`src/rtl/id_ex_operand_stage_if.sv`:
```
// -----------------------------------------------------------------------------
// id_ex_operand_stage_if
// Bundle of every signal between the ID/EX operand stage and its neighbours:
// the decode offer, register file read port, EX/MEM forwarding taps, the
// flush line and the EX slot handshake/payload. Signal names keep the
// stage-relative _i/_o direction suffix.
//   slave  : the operand stage's view (consumes decode, drives the EX slot)
//   master : the surrounding pipeline's view (decode, RF, EX, MEM, redirect)
// -----------------------------------------------------------------------------
interface id_ex_operand_stage_if #(
    parameter int XLEN     = 32,
    parameter int ALU_OP_W = 4,
    parameter int CNT_W    = 32
);
    // Decode side
    logic                valid_i;
    logic                ready_o;
    logic [4:0]          rs1_ptr_i;
    logic [4:0]          rs2_ptr_i;
    logic [4:0]          rd_ptr_i;
    logic                uses_rs1_i;
    logic                uses_rs2_i;
    logic                reg_write_i;
    logic                is_load_i;
    logic [ALU_OP_W-1:0] alu_op_i;
    logic [XLEN-1:0]     imm_i;
    logic [XLEN-1:0]     pc_i;
    // Register file read port
    logic [4:0]          rf_rs1_ptr_o;
    logic [4:0]          rf_rs2_ptr_o;
    logic [XLEN-1:0]     rf_rs1_i;
    logic [XLEN-1:0]     rf_rs2_i;
    // Forwarding taps and redirect
    logic [XLEN-1:0]     ex_result_i;
    logic                mem_valid_i;
    logic                mem_reg_write_i;
    logic [4:0]          mem_rd_ptr_i;
    logic [XLEN-1:0]     mem_result_i;
    logic                flush_i;
    // EX slot
    logic                valid_o;
    logic                ready_i;
    logic [XLEN-1:0]     op_a_o;
    logic [XLEN-1:0]     op_b_o;
    logic [4:0]          rd_ptr_o;
    logic                reg_write_o;
    logic                is_load_o;
    logic [ALU_OP_W-1:0] alu_op_o;
    logic [XLEN-1:0]     imm_o;
    logic [XLEN-1:0]     pc_o;
    logic [CNT_W-1:0]    stall_cnt_o;

    modport slave (
        input  valid_i, rs1_ptr_i, rs2_ptr_i, rd_ptr_i, uses_rs1_i, uses_rs2_i,
               reg_write_i, is_load_i, alu_op_i, imm_i, pc_i,
               rf_rs1_i, rf_rs2_i, ex_result_i, mem_valid_i, mem_reg_write_i,
               mem_rd_ptr_i, mem_result_i, flush_i, ready_i,
        output ready_o, rf_rs1_ptr_o, rf_rs2_ptr_o, valid_o, op_a_o, op_b_o,
               rd_ptr_o, reg_write_o, is_load_o, alu_op_o, imm_o, pc_o,
               stall_cnt_o
    );

    modport master (
        output valid_i, rs1_ptr_i, rs2_ptr_i, rd_ptr_i, uses_rs1_i, uses_rs2_i,
               reg_write_i, is_load_i, alu_op_i, imm_i, pc_i,
               rf_rs1_i, rf_rs2_i, ex_result_i, mem_valid_i, mem_reg_write_i,
               mem_rd_ptr_i, mem_result_i, flush_i, ready_i,
        input  ready_o, rf_rs1_ptr_o, rf_rs2_ptr_o, valid_o, op_a_o, op_b_o,
               rd_ptr_o, reg_write_o, is_load_o, alu_op_o, imm_o, pc_o,
               stall_cnt_o
    );
endinterface

```
`src/rtl/id_ex_operand_stage.sv`:
```
// -----------------------------------------------------------------------------
// id_ex_operand_stage
// Decode-to-execute pipeline register of the PYGMY-V32I core. Reads rs1/rs2
// from the register file, forwards from EX (non-load results) and MEM, inserts
// a single bubble on a load-use hazard, and holds the resolved instruction in
// a valid/ready EX slot.
// Ports:
//   clk_i  : clock, all state on posedge
//   rst_ni : asynchronous active-low reset
//   bus    : id_ex_operand_stage_if.slave (decode, RF, forwarding, EX slot)
// -----------------------------------------------------------------------------
module id_ex_operand_stage #(
    parameter int XLEN     = 32,
    parameter int ALU_OP_W = 4,
    parameter int CNT_W    = 32
) (
    input  logic clk_i,
    input  logic rst_ni,
    id_ex_operand_stage_if.slave bus
);

    logic                r_valid;
    logic [XLEN-1:0]     r_op_a;
    logic [XLEN-1:0]     r_op_b;
    logic [4:0]          r_rd_ptr;
    logic                r_reg_write;
    logic                r_is_load;
    logic [ALU_OP_W-1:0] r_alu_op;
    logic [XLEN-1:0]     r_imm;
    logic [XLEN-1:0]     r_pc;
    logic [CNT_W-1:0]    r_stall_cnt;

    logic                w_hz;
    logic                w_ready;
    logic                w_accept;
    logic                w_ex_fwd_ok;
    logic                w_mem_fwd_ok;
    logic [XLEN-1:0]     w_op_a;
    logic [XLEN-1:0]     w_op_b;

    // First match wins: x0, then EX, then MEM, then the register file.
    function automatic logic [XLEN-1:0] resolve(
        input logic [4:0]      ptr,
        input logic [XLEN-1:0] rf_val,
        input logic            ex_ok,
        input logic [4:0]      ex_rd,
        input logic [XLEN-1:0] ex_val,
        input logic            mem_ok,
        input logic [4:0]      mem_rd,
        input logic [XLEN-1:0] mem_val
    );
        if (ptr == 5'd0)                  return '0;
        else if (ex_ok && ex_rd == ptr)   return ex_val;
        else if (mem_ok && mem_rd == ptr) return mem_val;
        else                              return rf_val;
    endfunction

    assign bus.rf_rs1_ptr_o = bus.rs1_ptr_i;
    assign bus.rf_rs2_ptr_o = bus.rs2_ptr_i;

    // A load in the slot has no data yet, so it is never an EX forwarding
    // source; that case is exactly the load-use hazard below.
    assign w_ex_fwd_ok  = r_valid & r_reg_write & ~r_is_load;
    assign w_mem_fwd_ok = bus.mem_valid_i & bus.mem_reg_write_i;

    assign w_hz = r_valid & r_is_load & r_reg_write & (r_rd_ptr != 5'd0) & bus.valid_i &
                  ((bus.uses_rs1_i & (bus.rs1_ptr_i == r_rd_ptr)) |
                   (bus.uses_rs2_i & (bus.rs2_ptr_i == r_rd_ptr)));

    assign w_ready  = (~r_valid | bus.ready_i) & ~w_hz & ~bus.flush_i;
    assign w_accept = bus.valid_i & w_ready;

    // NOTE: every always_comb output gets a value on every path, so no latch is inferred.
    always_comb begin
        w_op_a = resolve(bus.rs1_ptr_i, bus.rf_rs1_i, w_ex_fwd_ok, r_rd_ptr, bus.ex_result_i,
                         w_mem_fwd_ok, bus.mem_rd_ptr_i, bus.mem_result_i);
        w_op_b = resolve(bus.rs2_ptr_i, bus.rf_rs2_i, w_ex_fwd_ok, r_rd_ptr, bus.ex_result_i,
                         w_mem_fwd_ok, bus.mem_rd_ptr_i, bus.mem_result_i);
    end

    // NOTE: the payload is reset along with valid so reset leaves every output at zero.
    always_ff @(posedge clk_i or negedge rst_ni) begin
        if (!rst_ni) begin
            r_valid     <= 1'b0;
            r_op_a      <= '0;
            r_op_b      <= '0;
            r_rd_ptr    <= '0;
            r_reg_write <= 1'b0;
            r_is_load   <= 1'b0;
            r_alu_op    <= '0;
            r_imm       <= '0;
            r_pc        <= '0;
            r_stall_cnt <= '0;
        end else begin
            // NOTE: non-blocking assignments so every register samples pre-edge values.
            if (bus.flush_i) begin
                r_valid <= 1'b0;
            end else if (w_accept) begin
                r_valid     <= 1'b1;
                r_op_a      <= w_op_a;
                r_op_b      <= w_op_b;
                r_rd_ptr    <= bus.rd_ptr_i;
                r_reg_write <= bus.reg_write_i;
                r_is_load   <= bus.is_load_i;
                r_alu_op    <= bus.alu_op_i;
                r_imm       <= bus.imm_i;
                r_pc        <= bus.pc_i;
            end else if (bus.ready_i && r_valid) begin
                r_valid <= 1'b0;
            end

            if (w_hz && !bus.flush_i && (r_stall_cnt != {CNT_W{1'b1}})) begin
                r_stall_cnt <= r_stall_cnt + 1'b1;
            end
        end
    end

    assign bus.ready_o     = w_ready;
    assign bus.valid_o     = r_valid;
    assign bus.op_a_o      = r_op_a;
    assign bus.op_b_o      = r_op_b;
    assign bus.rd_ptr_o    = r_rd_ptr;
    assign bus.reg_write_o = r_reg_write;
    assign bus.is_load_o   = r_is_load;
    assign bus.alu_op_o    = r_alu_op;
    assign bus.imm_o       = r_imm;
    assign bus.pc_o        = r_pc;
    assign bus.stall_cnt_o = r_stall_cnt;

endmodule

```
`src/flat_wrapper.sv`:
```
// flat-port wrapper written by rule: the top's interface ports become plain ports
module id_ex_operand_stage_flat 
#(
    parameter int XLEN     = 32,
    parameter int ALU_OP_W = 4,
    parameter int CNT_W    = 32
)
  (clk_i, rst_ni, bus_valid_i, bus_rs1_ptr_i, bus_rs2_ptr_i, bus_rd_ptr_i, bus_uses_rs1_i, bus_uses_rs2_i, bus_reg_write_i, bus_is_load_i, bus_alu_op_i, bus_imm_i, bus_pc_i, bus_rf_rs1_i, bus_rf_rs2_i, bus_ex_result_i, bus_mem_valid_i, bus_mem_reg_write_i, bus_mem_rd_ptr_i, bus_mem_result_i, bus_flush_i, bus_ready_i, bus_ready_o, bus_rf_rs1_ptr_o, bus_rf_rs2_ptr_o, bus_valid_o, bus_op_a_o, bus_op_b_o, bus_rd_ptr_o, bus_reg_write_o, bus_is_load_o, bus_alu_op_o, bus_imm_o, bus_pc_o, bus_stall_cnt_o);
  id_ex_operand_stage_if #(.XLEN(XLEN), .ALU_OP_W(ALU_OP_W), .CNT_W(CNT_W)) bus_i ();
  input  logic clk_i;
  input  logic rst_ni;
  input wire logic [$bits(bus_i.valid_i)-1:0] bus_valid_i;
  input wire logic [$bits(bus_i.rs1_ptr_i)-1:0] bus_rs1_ptr_i;
  input wire logic [$bits(bus_i.rs2_ptr_i)-1:0] bus_rs2_ptr_i;
  input wire logic [$bits(bus_i.rd_ptr_i)-1:0] bus_rd_ptr_i;
  input wire logic [$bits(bus_i.uses_rs1_i)-1:0] bus_uses_rs1_i;
  input wire logic [$bits(bus_i.uses_rs2_i)-1:0] bus_uses_rs2_i;
  input wire logic [$bits(bus_i.reg_write_i)-1:0] bus_reg_write_i;
  input wire logic [$bits(bus_i.is_load_i)-1:0] bus_is_load_i;
  input wire logic [$bits(bus_i.alu_op_i)-1:0] bus_alu_op_i;
  input wire logic [$bits(bus_i.imm_i)-1:0] bus_imm_i;
  input wire logic [$bits(bus_i.pc_i)-1:0] bus_pc_i;
  input wire logic [$bits(bus_i.rf_rs1_i)-1:0] bus_rf_rs1_i;
  input wire logic [$bits(bus_i.rf_rs2_i)-1:0] bus_rf_rs2_i;
  input wire logic [$bits(bus_i.ex_result_i)-1:0] bus_ex_result_i;
  input wire logic [$bits(bus_i.mem_valid_i)-1:0] bus_mem_valid_i;
  input wire logic [$bits(bus_i.mem_reg_write_i)-1:0] bus_mem_reg_write_i;
  input wire logic [$bits(bus_i.mem_rd_ptr_i)-1:0] bus_mem_rd_ptr_i;
  input wire logic [$bits(bus_i.mem_result_i)-1:0] bus_mem_result_i;
  input wire logic [$bits(bus_i.flush_i)-1:0] bus_flush_i;
  input wire logic [$bits(bus_i.ready_i)-1:0] bus_ready_i;
  output wire logic [$bits(bus_i.ready_o)-1:0] bus_ready_o;
  output wire logic [$bits(bus_i.rf_rs1_ptr_o)-1:0] bus_rf_rs1_ptr_o;
  output wire logic [$bits(bus_i.rf_rs2_ptr_o)-1:0] bus_rf_rs2_ptr_o;
  output wire logic [$bits(bus_i.valid_o)-1:0] bus_valid_o;
  output wire logic [$bits(bus_i.op_a_o)-1:0] bus_op_a_o;
  output wire logic [$bits(bus_i.op_b_o)-1:0] bus_op_b_o;
  output wire logic [$bits(bus_i.rd_ptr_o)-1:0] bus_rd_ptr_o;
  output wire logic [$bits(bus_i.reg_write_o)-1:0] bus_reg_write_o;
  output wire logic [$bits(bus_i.is_load_o)-1:0] bus_is_load_o;
  output wire logic [$bits(bus_i.alu_op_o)-1:0] bus_alu_op_o;
  output wire logic [$bits(bus_i.imm_o)-1:0] bus_imm_o;
  output wire logic [$bits(bus_i.pc_o)-1:0] bus_pc_o;
  output wire logic [$bits(bus_i.stall_cnt_o)-1:0] bus_stall_cnt_o;
  assign bus_i.valid_i = bus_valid_i;
  assign bus_i.rs1_ptr_i = bus_rs1_ptr_i;
  assign bus_i.rs2_ptr_i = bus_rs2_ptr_i;
  assign bus_i.rd_ptr_i = bus_rd_ptr_i;
  assign bus_i.uses_rs1_i = bus_uses_rs1_i;
  assign bus_i.uses_rs2_i = bus_uses_rs2_i;
  assign bus_i.reg_write_i = bus_reg_write_i;
  assign bus_i.is_load_i = bus_is_load_i;
  assign bus_i.alu_op_i = bus_alu_op_i;
  assign bus_i.imm_i = bus_imm_i;
  assign bus_i.pc_i = bus_pc_i;
  assign bus_i.rf_rs1_i = bus_rf_rs1_i;
  assign bus_i.rf_rs2_i = bus_rf_rs2_i;
  assign bus_i.ex_result_i = bus_ex_result_i;
  assign bus_i.mem_valid_i = bus_mem_valid_i;
  assign bus_i.mem_reg_write_i = bus_mem_reg_write_i;
  assign bus_i.mem_rd_ptr_i = bus_mem_rd_ptr_i;
  assign bus_i.mem_result_i = bus_mem_result_i;
  assign bus_i.flush_i = bus_flush_i;
  assign bus_i.ready_i = bus_ready_i;
  assign bus_ready_o = bus_i.ready_o;
  assign bus_rf_rs1_ptr_o = bus_i.rf_rs1_ptr_o;
  assign bus_rf_rs2_ptr_o = bus_i.rf_rs2_ptr_o;
  assign bus_valid_o = bus_i.valid_o;
  assign bus_op_a_o = bus_i.op_a_o;
  assign bus_op_b_o = bus_i.op_b_o;
  assign bus_rd_ptr_o = bus_i.rd_ptr_o;
  assign bus_reg_write_o = bus_i.reg_write_o;
  assign bus_is_load_o = bus_i.is_load_o;
  assign bus_alu_op_o = bus_i.alu_op_o;
  assign bus_imm_o = bus_i.imm_o;
  assign bus_pc_o = bus_i.pc_o;
  assign bus_stall_cnt_o = bus_i.stall_cnt_o;
  id_ex_operand_stage #(.XLEN(XLEN), .ALU_OP_W(ALU_OP_W), .CNT_W(CNT_W)) u_core (.clk_i(clk_i), .rst_ni(rst_ni), .bus(bus_i));
endmodule
```
`config.mk`:
```
export PLATFORM = sky130hd
export DESIGN_NAME = id_ex_operand_stage_flat
export DESIGN_NICKNAME = d
export VERILOG_FILES = /design/src/rtl/id_ex_operand_stage_if.sv /design/src/rtl/id_ex_operand_stage.sv /design/src/flat_wrapper.sv
export SDC_FILE = /design/constraint.sdc
export NUM_CORES = 1
export LEC_CHECK = 0
export ABC_CLOCK_PERIOD_IN_PS = 2500
export BUFFER_PORTS_ARGS = -buffer_cell sky130_fd_sc_hd__buf_2
export CAP_MARGIN = 20
export CORE_AREA = 2 2 159 161
export DETAILED_ROUTE_END_ITERATION = 8
export DIE_AREA = 0 0 161 163
export PLACE_DENSITY_LB_ADDON = 0.3
export RECOVER_POWER = 100
export SLEW_MARGIN = 20
export SYNTH_ARGS = -nofsm -noshare
export SYNTH_HDL_FRONTEND = slang
export SYNTH_SLANG_ARGS = --single-unit
```
`constraint.sdc`:
```
create_clock -name clk_i -period 2.5 [get_ports clk_i]
set_input_delay 0.25 -clock clk_i [delete_from_list [all_inputs] [get_ports clk_i]]
set_output_delay 0.25 -clock clk_i [all_outputs]
set_load 0.05 [all_outputs]
```
==> results.md <==
* Final core occ at 46.4%
* Die H at 163 um
* Achievable clock frequency at 413 MHz
* Worst VDD drop at 0.489 mV
* R2r startpoint: u_core.bus.rd_ptr_o[3]
* Total power at 8.71 mW
* Layout area overhead at 35.9%
* Top-area cell type share of the netlist area at 51.1%
* Cell count of the worst reg-to-reg path at 6
* Post-DP HPWL at 21100 um
* Setup crit end: bus_ready_o
* Pre-CTS setup slack at -0.0561 ns
* Setup violators final at 0
* Port-buffer cells at 409
* Detailed Routing Iterations Pass 1 at 5
* CP Launch Point: u_core.bus.rd_ptr_o[2]
* Startpoint types: flop
* Slew Viols, Final at 60
* # Max-Cap Violations at 1
* Net Sw Frac at 40.4%
* Final Hold Vio Count at 0
* Setup tns final at 0 ns
* Clock Sinks at 172
* Setup crit end kind: primary output
* Vias in the first global route at 7463
* Die Width at 161 um
* # rows at 58
* WHS at 0.0483 ns
* Initial antenna violation count at 2
* Worst Hold Launch: bus_imm_i[28]
* Reg-to-reg critical path endpoint: u_core.bus.stall_cnt_o[17]
* Most used DFF post-synth: dfrtp_1
* Routed vias at 7322
* Mean post-synth cell area at 11.7 um^2
* Global-route wire length before repair at 41900 um
* Final WL at 27600 um
* CP Max Fanout at 5
* Combinational share of power at 30.7%
* Worst EP required at 2.25 ns
* Root Buffer: clkbuf_16
* Warnings from Yosys at 0
* Reg2Reg Setup Slack at 0.12 ns
* Ranking of synthesized cells by area: dfrtp_1 51%, mux2_2 10%, mux2i_1 7.6%
* Share of layout cells above drive strength 1 at 34.5%
* Post-synthesis sequential area ratio at 51.1%
* PD cells at 761 nW/um^2
* Rel. slew slack at -2.43%
* DR vias/cell at 4.97
* Leakage power at 5.87 nW
* CTS tree: done
* Grt ovf at 0
* CORE AREA at 24700 um^2
* Post-synth EDFFs at 0
* P_int at 5.19 mW
* Minimum clock period at 2.42 ns
* H-tree levels at 4
* #FFs+latches synth at 172
* Asr flop ratio synth at 100%
* Num CTS Buffers at 17
* Synth top cells by count: 172 x dfrtp_1, 81 x nor2_1, 76 x mux2_2
* Clock power frac at 30.2%
* Max clock buf depth at 2
* Most area-hungry cell type in the Yosys netlist: dfrtp_1
* Drc violations at 0
* Hold Crit Class: input pin to flop
* Syn_nets at 947
* Most frequent cell after synthesis: dfrtp_1
* Psw at 3.52 mW
* Fillers at 2448
* Nets at 1358
* Worst-margin pin slew at 1.54 ns
* Period utilisation layout at 96.9%
* Cell Area, Synth at 8430 um^2
* Initial DRC count at 392
* Yosys cell types at 36
* Initial Util at 34.2%
* GRT Total Usage at 20.6%
* GPL Wtd Cong at 0.863
* Largest net degree at the start of global routing at 65
* Die area at 26200 um^2
* Clk_lat worst skew at 0.43 ns
* Outcome: finished, violations left
* I/O pins at 410
* Clock Skew at 0.0166 ns
* Reg power frac at 39.1%
* Cells after Synth at 719
* Violated checks: capacitance limit, slew limit
* Setup WS post-layout at 0.0764 ns
* Crit path DAT at 2.17 ns
* Post-route ant nets at 0
* Crit path kind: flop to primary output
* Routed len/inst at 18.8 um
* Clock-pin slew on the worst setup and hold paths at 0.08 ns
[what timing repair did]
item,CTS,global route
setup buffers,0,1
resized for setup,1,5
gates cloned,0,0
endpoints found under the hold margin,55,0
pin swaps,0,1
endpoints found under the setup margin,7,6
hold buffers,1,0
[layout by cell type, fill, tap and decap left out, types with 2 or more instances in the layout]
cell type / instances
a2111oi_0: 62
a2111oi_1: 2
a21o_1: 64
and2_1: 2
and3_1: 4
and4_1: 4
buf_12: 11
buf_2: 227
buf_4: 26
clkbuf_1: 182
clkbuf_16: 17
clkbuf_2: 4
clkinv_4: 5
clkinv_8: 2
dfrtp_1: 171
inv_1: 5
inv_8: 5
mux2_2: 76
mux2i_1: 64
nand2_1: 13
nand3_1: 15
nand4_1: 9
nor2_1: 79
nor2_2: 2
nor3_1: 8
nor3_2: 5
nor4_1: 2
nor4_2: 2
or3_2: 2
or4_1: 3
xnor2_1: 25
xor2_1: 26
[metal layers]
metal	GRT usage (%)	up-vias	part of all wire [%]
met5	0	-	0.047
met4	6.09	2	1.4
met3	5.25	22	6.8
met2	36.0	311	51
met1	25.3	3542	41
li1	-	3445	-
[power by group through the flow]
stage               logic, mW  registers [mW]  clock network [mW]
floorplan               0.560            4.76                   0
global placement         2.78            3.43                   0
detailed placement       2.80            3.44                   0
CTS                      2.81            3.39                2.71
global route             2.81            3.45                2.83
finish                   2.67            3.40                2.63
[how the worst min path moves through the flow]
stage	to	slack [ns]	depth (start not counted)
2_1_floorplan	u_core.bus.alu_op_o[0]	-0.05	0
3_3_place_gp	u_core.bus.stall_cnt_o[27]	0.28	1
3_5_place_dp	u_core.bus.stall_cnt_o[27]	0.28	1
4_1_cts	u_core.bus.pc_o[5]	0.03	2
5_1_grt	u_core.bus.pc_o[1]	0.02	2
6_report	u_core.bus.imm_o[28]	0.05	2
[area by class of cell]
cell class	count	area [um^2]	area share, %
Inverter	5	18.8	0.164
Multi-Input combinational cell	482	3850	33.6
Clock buffer	18	439	3.83
Clock inverter	14	149	1.30
Sequential cell	172	4310	37.6
Timing Repair Buffer	452	2270	19.8
Tap cell	330	413	3.61
Antenna cell	1	2.50	0.0219
[kinds of logic (layout without fill, tap and decap cells)]
family | after synthesis | count (layout) | share of synthesized area (%)
xor+xnor | 51 | 51 | 5.30
fa+ha+maj | 1 | 1 | 0.148
buf+inv | 65 | 489 | 3.77
flops | 172 | 172 | 51.1
compound gates | 133 | 133 | 12.9
other cells | 0 | 1 | 0
mux | 140 | 140 | 17.8
simple gates | 157 | 157 | 9.02
[flip-flops by register name, summed over array words and instances (netlist names), 4 cells and up]
register / cells
u_core.bus.imm_o: 32
u_core.bus.op_a_o: 32
u_core.bus.alu_op_o: 4
u_core.bus.pc_o: 32
u_core.bus.stall_cnt_o: 32
u_core.bus.op_b_o: 32
u_core.bus.rd_ptr_o: 5
[critical path: stages (launching register included)]
cell,delay [ns]
dfrtp_1,0.45
xnor2_1,0.18
and3_1,0.21
a32oi_4,0.31
buf_4,0.18
o21a_1,0.15
buf_2,0.27
[metrics by stage]
| stage | cell area (um^2) | instances |
|---|---|---|
| floorplan | 8430 | 719 |
| global placement | 11100 | 1439 |
| detailed placement | 11100 | 1439 |
| CTS | 11700 | 1472 |
| global route | 11500 | 1474 |
| finish | 11500 | 1474 |
Power figures use the tool's default switching activity.
